### src/rtl/sipo_frame_pkg.sv
// Shared types and constants for the serial frame receiver controller.
package sipo_frame_pkg;

  typedef enum logic [1:0] {
    IDLE   = 2'd0,
    DATA   = 2'd1,
    PARITY = 2'd2,
    STOP   = 2'd3
  } state_e;

  // Level of the serial line when no frame is in progress.
  localparam logic LINE_IDLE = 1'b1;

endpackage

### src/rtl/sipo_frame_ctrl_shift.sv
// WIDTH-bit left-shift register fed at the LSB, with shift enable and
// synchronous clear. The first bit shifted in ends up in the MSB.
module sipo_shift_en #(
  parameter int WIDTH = 8
) (
  input  logic             clk,
  input  logic             clr,
  input  logic             en,
  input  logic             din,
  output logic [WIDTH-1:0] q
);

  logic [WIDTH-1:0] shift_q;
  logic [WIDTH-1:0] shift_d;

  // Next value: clear wins over shift, otherwise hold.
  always_comb begin
    shift_d = shift_q;
    if (clr) begin
      shift_d = '0;
    end else if (en) begin
      shift_d = {shift_q[WIDTH-2:0], din};
    end
  end

  // Shift register storage.
  always_ff @(posedge clk) begin
    shift_q <= shift_d;
  end

  assign q = shift_q;

endmodule

### src/rtl/sipo_frame_ctrl.sv
// Serial frame receiver controller: start-bit detect, WIDTH data bits
// (MSB first), optional even parity, stop-bit check, and a one-entry
// valid/ready holding register towards the parallel consumer.
module sipo_frame_ctrl
  import sipo_frame_pkg::*;
#(
  parameter int WIDTH     = 8,
  parameter bit PARITY_EN = 1'b0
) (
  input  logic             clk,
  input  logic             reset,
  input  logic             s_in,
  input  logic             s_valid,
  input  logic             flush,
  output logic [WIDTH-1:0] p_data,
  output logic             p_valid,
  input  logic             p_ready,
  output logic             busy,
  output logic             frame_err,
  output logic             parity_err,
  output logic             overrun
);

  localparam int CNT_W = $clog2(WIDTH);
  localparam logic [CNT_W-1:0] CNT_LAST = CNT_W'(WIDTH - 1);

  state_e           state_q, state_d;
  logic [CNT_W-1:0] cnt_q, cnt_d;
  logic             par_q, par_d;
  logic [WIDTH-1:0] p_data_q, p_data_d;
  logic             p_valid_q, p_valid_d;
  logic             frame_err_q, frame_err_d;
  logic             parity_err_q, parity_err_d;
  logic             overrun_q, overrun_d;
  logic             start_det;
  logic [WIDTH-1:0] shift_word;

  // A start bit is a strobed low level seen while idle.
  assign start_det = (state_q == IDLE) && s_valid && (s_in != LINE_IDLE);

  sipo_shift_en #(
    .WIDTH (WIDTH)
  ) u_shift (
    .clk (clk),
    .clr (reset | flush | start_det),
    .en  ((state_q == DATA) && s_valid),
    .din (s_in),
    .q   (shift_word)
  );

  // Frame sequencing, parity accumulation, delivery and error decisions.
  always_comb begin
    state_d      = state_q;
    cnt_d        = cnt_q;
    par_d        = par_q;
    p_data_d     = p_data_q;
    p_valid_d    = p_valid_q;
    frame_err_d  = 1'b0;
    parity_err_d = 1'b0;
    overrun_d    = 1'b0;

    // Consumer pop; a same-cycle delivery below re-asserts valid.
    if (p_valid_q && p_ready) begin
      p_valid_d = 1'b0;
    end

    if (s_valid) begin
      unique case (state_q)
        IDLE: begin
          if (start_det) begin
            state_d = DATA;
            cnt_d   = '0;
            par_d   = 1'b0;
          end
        end
        DATA: begin
          par_d = par_q ^ s_in;
          if (cnt_q == CNT_LAST) begin
            cnt_d   = '0;
            state_d = PARITY_EN ? PARITY : STOP;
          end else begin
            cnt_d = cnt_q + CNT_W'(1);
          end
        end
        PARITY: begin
          // Even parity: accumulated XOR including this bit must be 0.
          par_d   = par_q ^ s_in;
          state_d = STOP;
        end
        STOP: begin
          state_d = IDLE;
          if (s_in != LINE_IDLE) begin
            frame_err_d = 1'b1;
          end else if (PARITY_EN && par_q) begin
            parity_err_d = 1'b1;
          end else if (!p_valid_q || p_ready) begin
            p_data_d  = shift_word;
            p_valid_d = 1'b1;
          end else begin
            overrun_d = 1'b1;
          end
        end
        default: state_d = IDLE;
      endcase
    end

    // Abort drops the in-flight frame and the held word but keeps p_data.
    if (flush) begin
      state_d      = IDLE;
      cnt_d        = '0;
      par_d        = 1'b0;
      p_valid_d    = 1'b0;
      frame_err_d  = 1'b0;
      parity_err_d = 1'b0;
      overrun_d    = 1'b0;
    end
  end

  // State, counter, holding register and error pulse registers.
  always_ff @(posedge clk) begin
    if (reset) begin
      state_q      <= IDLE;
      cnt_q        <= '0;
      par_q        <= 1'b0;
      p_data_q     <= '0;
      p_valid_q    <= 1'b0;
      frame_err_q  <= 1'b0;
      parity_err_q <= 1'b0;
      overrun_q    <= 1'b0;
    end else begin
      state_q      <= state_d;
      cnt_q        <= cnt_d;
      par_q        <= par_d;
      p_data_q     <= p_data_d;
      p_valid_q    <= p_valid_d;
      frame_err_q  <= frame_err_d;
      parity_err_q <= parity_err_d;
      overrun_q    <= overrun_d;
    end
  end

  assign p_data     = p_data_q;
  assign p_valid    = p_valid_q;
  assign busy       = (state_q != IDLE);
  assign frame_err  = frame_err_q;
  assign parity_err = parity_err_q;
  assign overrun    = overrun_q;

endmodule

### config.mk
export PLATFORM = sky130hd
export DESIGN_NAME = sipo_frame_ctrl
export DESIGN_NICKNAME = d
export VERILOG_FILES = /design/src/rtl/sipo_frame_pkg.sv /design/src/rtl/sipo_frame_ctrl_shift.sv /design/src/rtl/sipo_frame_ctrl.sv
export SDC_FILE = /design/constraint.sdc
export NUM_CORES = 1
export LEC_CHECK = 0
export CAP_MARGIN = 40
export CELL_PAD_IN_SITES_DETAIL_PLACEMENT = 1
export CELL_PAD_IN_SITES_GLOBAL_PLACEMENT = 1
export CORE_UTILIZATION = 40
export DETAILED_ROUTE_END_ITERATION = 10
export PLACE_DENSITY = 0.84
export SETUP_SLACK_MARGIN = 0.2
export SLEW_MARGIN = 20
export SYNTH_ARGS = -nofsm -noshare
export SYNTH_HDL_FRONTEND = slang
export SYNTH_SLANG_ARGS = --single-unit
### constraint.sdc
create_clock -name clk -period 2.48 [get_ports clk]
set_input_delay 0.372 -clock clk [delete_from_list [all_inputs] [get_ports clk]]
set_output_delay 0.372 -clock clk [all_outputs]
set_load 0.02 [all_outputs]
After elaboration in Yosys (flattened, before gate mapping)
Cells that the tools add are included.
{ "totals": {"output_inout_bits": 13, "in_bits": 6, "wordCells": 47, "regBits": 24} }
{ "op_classes": {"bitwise": 5, "muxes": 13, "add_sub_neg": 1, "eq_ne": 6, "n_reduce_logical": 15} }
{ "ops": {"columns": ["cell", "count"], "rows": [
  ["case mux 2 bit (4 select lines)", 1],
  ["2-to-1 mux 1 bit", 7],
  ["2-to-1 mux 3 bit", 2],
  ["case mux 3 bit (2 select lines)", 1],
  ["AND reduction 3 bit", 2],
  ["OR reduction 5 bit", 1],
  ["== test 2 bit (second input constant)", 2],
  ["logical AND 1 bit", 4],
  ["2-to-1 mux 2 bit", 2],
  ["AND reduction 4 bit", 1],
  ["nonzero test 2 bit", 2],
  ["OR reduction 4 bit", 1],
  ["adder 3 x 1 -> 3 bit (second input constant)", 1],
  ["== test 3 bit (second input constant)", 1],
  ["inverter 1 bit", 3],
  ["== test 2 x 1 -> 1 bit (second input constant)", 1],
  ["logical NOT 2 bit", 1],
  ["inequality test 2 x 1 -> 1 bit (second input constant)", 1],
  ["inequality test 2 bit (second input constant)", 1],
  ["OR 1 bit", 2],
  ["OR reduction 2 bit", 1],
  ["logical NOT 1 bit", 1],
  ["logical OR 1 bit", 1]
]} }

Depth between registers and ports, before layout
{ "logic_depth": {"ltp_word": 6, "ltp_mapped": 5, "depth_no_buf": 5} }

Cells and area by module
A second synthesis with hierarchy kept.
{ "hier_totals": {"hier_cells": 110, "area_unflattened_um2": 1072.3} }
{ "modules_own_cells": {"columns": ["module", "area_per_inst_um2", "instances", "cells_per_inst", "seq_area_each_um2"], "rows": [
  ["sipo_frame_ctrl", 787.0, 1, 84, 320.3],
  ["sipo_shift_en", 285.3, 1, 26, 160.2]
]} }

Least setup slack after synthesis
Ideal clock, no wire load.
{ "synth_path": {"kind": "reg2reg", "from": "register state_q[0]", "to": "register cnt_q[0]", "slack_ps": 961, "synth_period_minus_slack_ps": 1519, "n_path_buf": 0, "setup_ps": 70, "stages_incl_launch_ff": 6, "arrival_time_ps": 1449, "t_required_ps": 2410, "cell_sequence": "dfxtp_1 -> inv_1 -> ha_1 -> a21bo_1 -> or4_1 -> a21oi_1"} }
{ "synth_via": {"elab_chain_cells": 5, "elab_cells_between_ends": 8, "cone_classes": "eq/ne: 2; mux: 1; reduce/logical: 5"} }
{ "synth_lines": {"columns": ["element", "line_no", "rtl"], "rows": [
  ["from (decl)", "sipo_frame_ctrl.sv:27", "state_e state_q, state_d;"],
  ["from (signal assigned)", "sipo_frame_ctrl.sv:131", "state_q <= state_d;"],
  ["logical NOT 2 bit", "sipo_frame_ctrl.sv:39, sipo_frame_ctrl.sv:68", null],
  ["logical AND 1 bit (2 in a row)", "sipo_frame_ctrl.sv:39", "assign start_det = (state_q == IDLE) && s_valid && (s_in != LINE_IDLE);"],
  ["inequality test 2 bit (no source line)", null, null],
  ["AND reduction 3 bit (no source line)", null, null],
  ["to (signal assigned)", "sipo_frame_ctrl.sv:132", "cnt_q <= cnt_d;"],
  ["to (decl)", "sipo_frame_ctrl.sv:28", "logic [CNT_W-1:0] cnt_q, cnt_d;"]
]} }
Parallel ways exist; a longest one is shown, timed or not.
A chain may end at the register's enable or synchronous reset.

Worst setup path in the final report
{ "layout_path": {"from": "register state_q[0]", "to": "output busy"} }
{ "layout_via": {"elab_chain_cells": 1} }
{ "layout_lines": {"columns": ["element", "line_no", "rtl"], "rows": [
  ["nonzero test 2 bit", "sipo_frame_ctrl.sv:144", "assign busy = (state_q != IDLE);"],
  ["to (decl)", "sipo_frame_ctrl.sv:18", "output logic busy,"]
]} }
Every way passes these cells.

==> impl_metrics.yaml <==
place:
  hpwl_um: 1750
  placed_cell_area_mm2: 0.00125
  place.gp.congestion: 0.825
  io_buffers: 17
  dp.cells: 162
routing:
  vias_per_cell: 5.12
  ant_nets: 0
  drt_iter0_markers: 4
  drcViolationCount: 0
  drtPass1Iterations: 4
  vias: 844
  wl_per_cell_um: 13.6
  totalWireLength_um: 2250
final_layout:
  antenna_cells: 0
  fillCellCount: 288
  fin_nets: 148
  final_cell_count_no_fill: 165
  layout-drive-gt1-share_pct: 4.44
  fin_area_mm2: 0.00127
  area_growth_pct: 21.3
grt:
  grt_pass1_vias: 836
  grt_use_total_pct: 18.5
  grt-ovfl-total: 0
  grt_pass1_wl_um: 3700
  antenna_found_initial: 0
  grt_max_degree: 17
pwr:
  power_switching_mw: 0.142
  clkPwrFrac_pct: 28.8
  swShare_pct: 23.5
  totalPowerFinal_mw: 0.605
  p_int_mw: 0.463
  p_leak_nw: 0.431
  pwr-share-seq_pct: 64.0
  peakVddDrop_mv: 0.286
  comb_power_share_pct: 7.2
  powerDensity_mw_per_mm2: 475
clock_tree:
  cts_sinks: 24
  cts_tree: "built"
  ctsResizeCount: 0
  cts-root-buf: "clkbuf_4"
  cts_max_path_buffers: 2
  numCtsBuffers: 3
  clk_latency_ps: 320
  clk_pin_slew_ps: 130
  cts_htree_levels: 1
  holdBufCountCts: 0
  postCtsSetupRepairBufs: 0
worst_setup_path:
  critical_path_required_ps: 2110
  cp.arrival_ps: 1720
  endpoint_kind: "primary output"
  ff2ff_setup_slack_ps: 700
  start_kind: "register"
  setup.worst_path.class: "reg -> out"
  cp_max_fo: 5
yosys:
  netlist_area_mm2: 0.00105
  syn-instance-count: 118
  synth_nets: 129
  synth_seq_cells: 24
  avgSynthCellArea_um2: 8.91
  synth.distinct_cells: 23
  ys_seq_area_share_pct: 45.7
  yosysWarnings: 0
timing:
  slew_headroom_pct: 61.6
  fmax_mhz: 478
  setup_viol: 0
  skew_ps: 10.1
  tightest_slew_ps: 575
  tns_ps: 0
  fin_crit_sh_pct: 84.4
  hold_viol: 0
  finalCriticalPeriod_ps: 2090
  holdWs_ps: 480
  slew_viol_final: 0
  rsz0062_at_grt: "false"
die:
  dieArea_mm2: 0.00284
  io_pins: 19
  start_util_pct: 42.4
  die_h_um: 53.3
  rows: 18
  fp.dieW_um: 53.3
  coreArea_mm2: 0.00248
hold_path:
  holdCritPathClass: "reg -> reg"
flow_run:
  drv_cap: 0
outcome:
  outcome: "finished, final reports clean"
[per-stage QoR]
step           utilization (%)  setup WS (ps)
3_3_place_gp              50.6            693
5_1_grt                   51.5            279
2_1_floorplan                -            961
3_5_place_dp              50.6            604
4_1_cts                   51.5            352
6_report                  51.5            387
[worst max-delay path, cell delays in order, from the launching register on]
cell and delay (ps):
dfxtp_1 410, inv_1 60, ha_1 250, inv_1 80, clkdlybuf4s50_1 590
[synth_stat cells]
cell	instances	share of area, %
a21bo_1	1	0.95
a21boi_1	1	0.71
a21oi_1	14	6.7
and3_1	1	0.60
buf_2	2	0.95
buf_4	1	0.71
clkbuf_1	3	1.1
conb_1	1	0.36
dfxtp_1	24	46
ha_1	5	6.0
inv_1	3	1.1
mux2i_1	8	7.6
nand2_1	11	3.9
nand2b_1	18	11
nand3_1	11	5.2
nand4b_1	1	0.83
nor2_1	1	0.36
nor2b_1	2	1.2
nor3_1	3	1.4
o21ai_0	4	1.9
o21bai_1	1	0.71
or2_1	1	0.60
or4_1	1	0.71
[power groups by stage]
stage	logic (mW)	registers (mW)	clock network [mW]
after CTS	0.0437	0.388	0.186
after global routing	0.0473	0.388	0.194
after global placement	0.0427	0.396	0
after floorplan	0.0267	0.396	0
final	0.0435	0.387	0.174
after detailed placement	0.0435	0.396	0
[flip-flops by register name (all words and copies together) (netlist names)]
name       count
p_data         8
u_shift.q      8
cnt_q          3
state_q        2
frame_err      1
overrun        1
p_valid        1
[cell type report]
cell class	count	area (um^2)	area share [%]
Tap cell	30	37.5	2.94
Multi-Input combinational cell	85	531	41.6
Inverter	3	11.3	0.883
Clock buffer	3	22.5	1.77
Sequential cell	24	480	37.7
Timing Repair Buffer	20	193	15.1
[cells in the final DEF, fill, tap and decap left out]
| cell | Yosys | final |
|---|---|---|
| a21bo_1 | 1 | 1 |
| nor2b_1 | 2 | 2 |
| a21boi_1 | 1 | 1 |
| ha_1 | 5 | 5 |
| nor2_1 | 1 | 1 |
| o21bai_1 | 1 | 1 |
| mux2i_1 | 8 | 8 |
| nor3_1 | 3 | 3 |
| a21oi_1 | 14 | 14 |
| clkdlybuf4s50_1 | 0 | 17 |
| inv_1 | 3 | 3 |
| clkbuf_4 | 0 | 3 |
| nand4b_1 | 1 | 1 |
| or4_1 | 1 | 1 |
| or2_1 | 1 | 1 |
| and3_1 | 1 | 1 |
| nand2_1 | 11 | 11 |
| conb_1 | 1 | 1 |
| nand2b_1 | 18 | 18 |
| dfxtp_1 | 24 | 24 |
| buf_4 | 1 | 3 |
| o21ai_0 | 4 | 4 |
| nand3_1 | 11 | 11 |
[path summary, 6_finish.rpt]
check / from / cells after the start / to
setup / recovery: state_q[0]$_SDFFE_PP0P_ / 4 / busy
hold / removal: u_shift.q[7]$_SDFFE_PP0P_ / 2 / u_shift.q[7]$_SDFFE_PP0P_
setup reg to reg: state_q[1]$_SDFFE_PP0P_ / 5 / cnt_q[0]$_SDFFE_PP0P_
hold reg to reg: u_shift.q[7]$_SDFFE_PP0P_ / 2 / u_shift.q[7]$_SDFFE_PP0P_
[routing by layer]
metal / global-route usage [%] / vias to the layer above / share of wire (%)
li1: - / 436 / -
met1: 21.8 / 390 / 49
met2: 30.8 / 14 / 46
met3: 3.45 / 4 / 2.4
met4: 10.5 / 0 / 1.7
met5: 0 / - / 0
[cells by family (layout without fill, tap and decap cells)]
logic type | after synthesis | after routing | synth area share [%]
AOI/OAI and AO/OA | 21 | 21 | 11.0
adders and majority gates | 5 | 5 | 5.95
buffers and inverters | 9 | 26 | 3.81
DFF | 24 | 24 | 45.7
muxes | 8 | 8 | 7.62
other | 1 | 1 | 0.357
and+or+nand+nor | 50 | 50 | 25.6
Power figures use the tool's default switching activity.
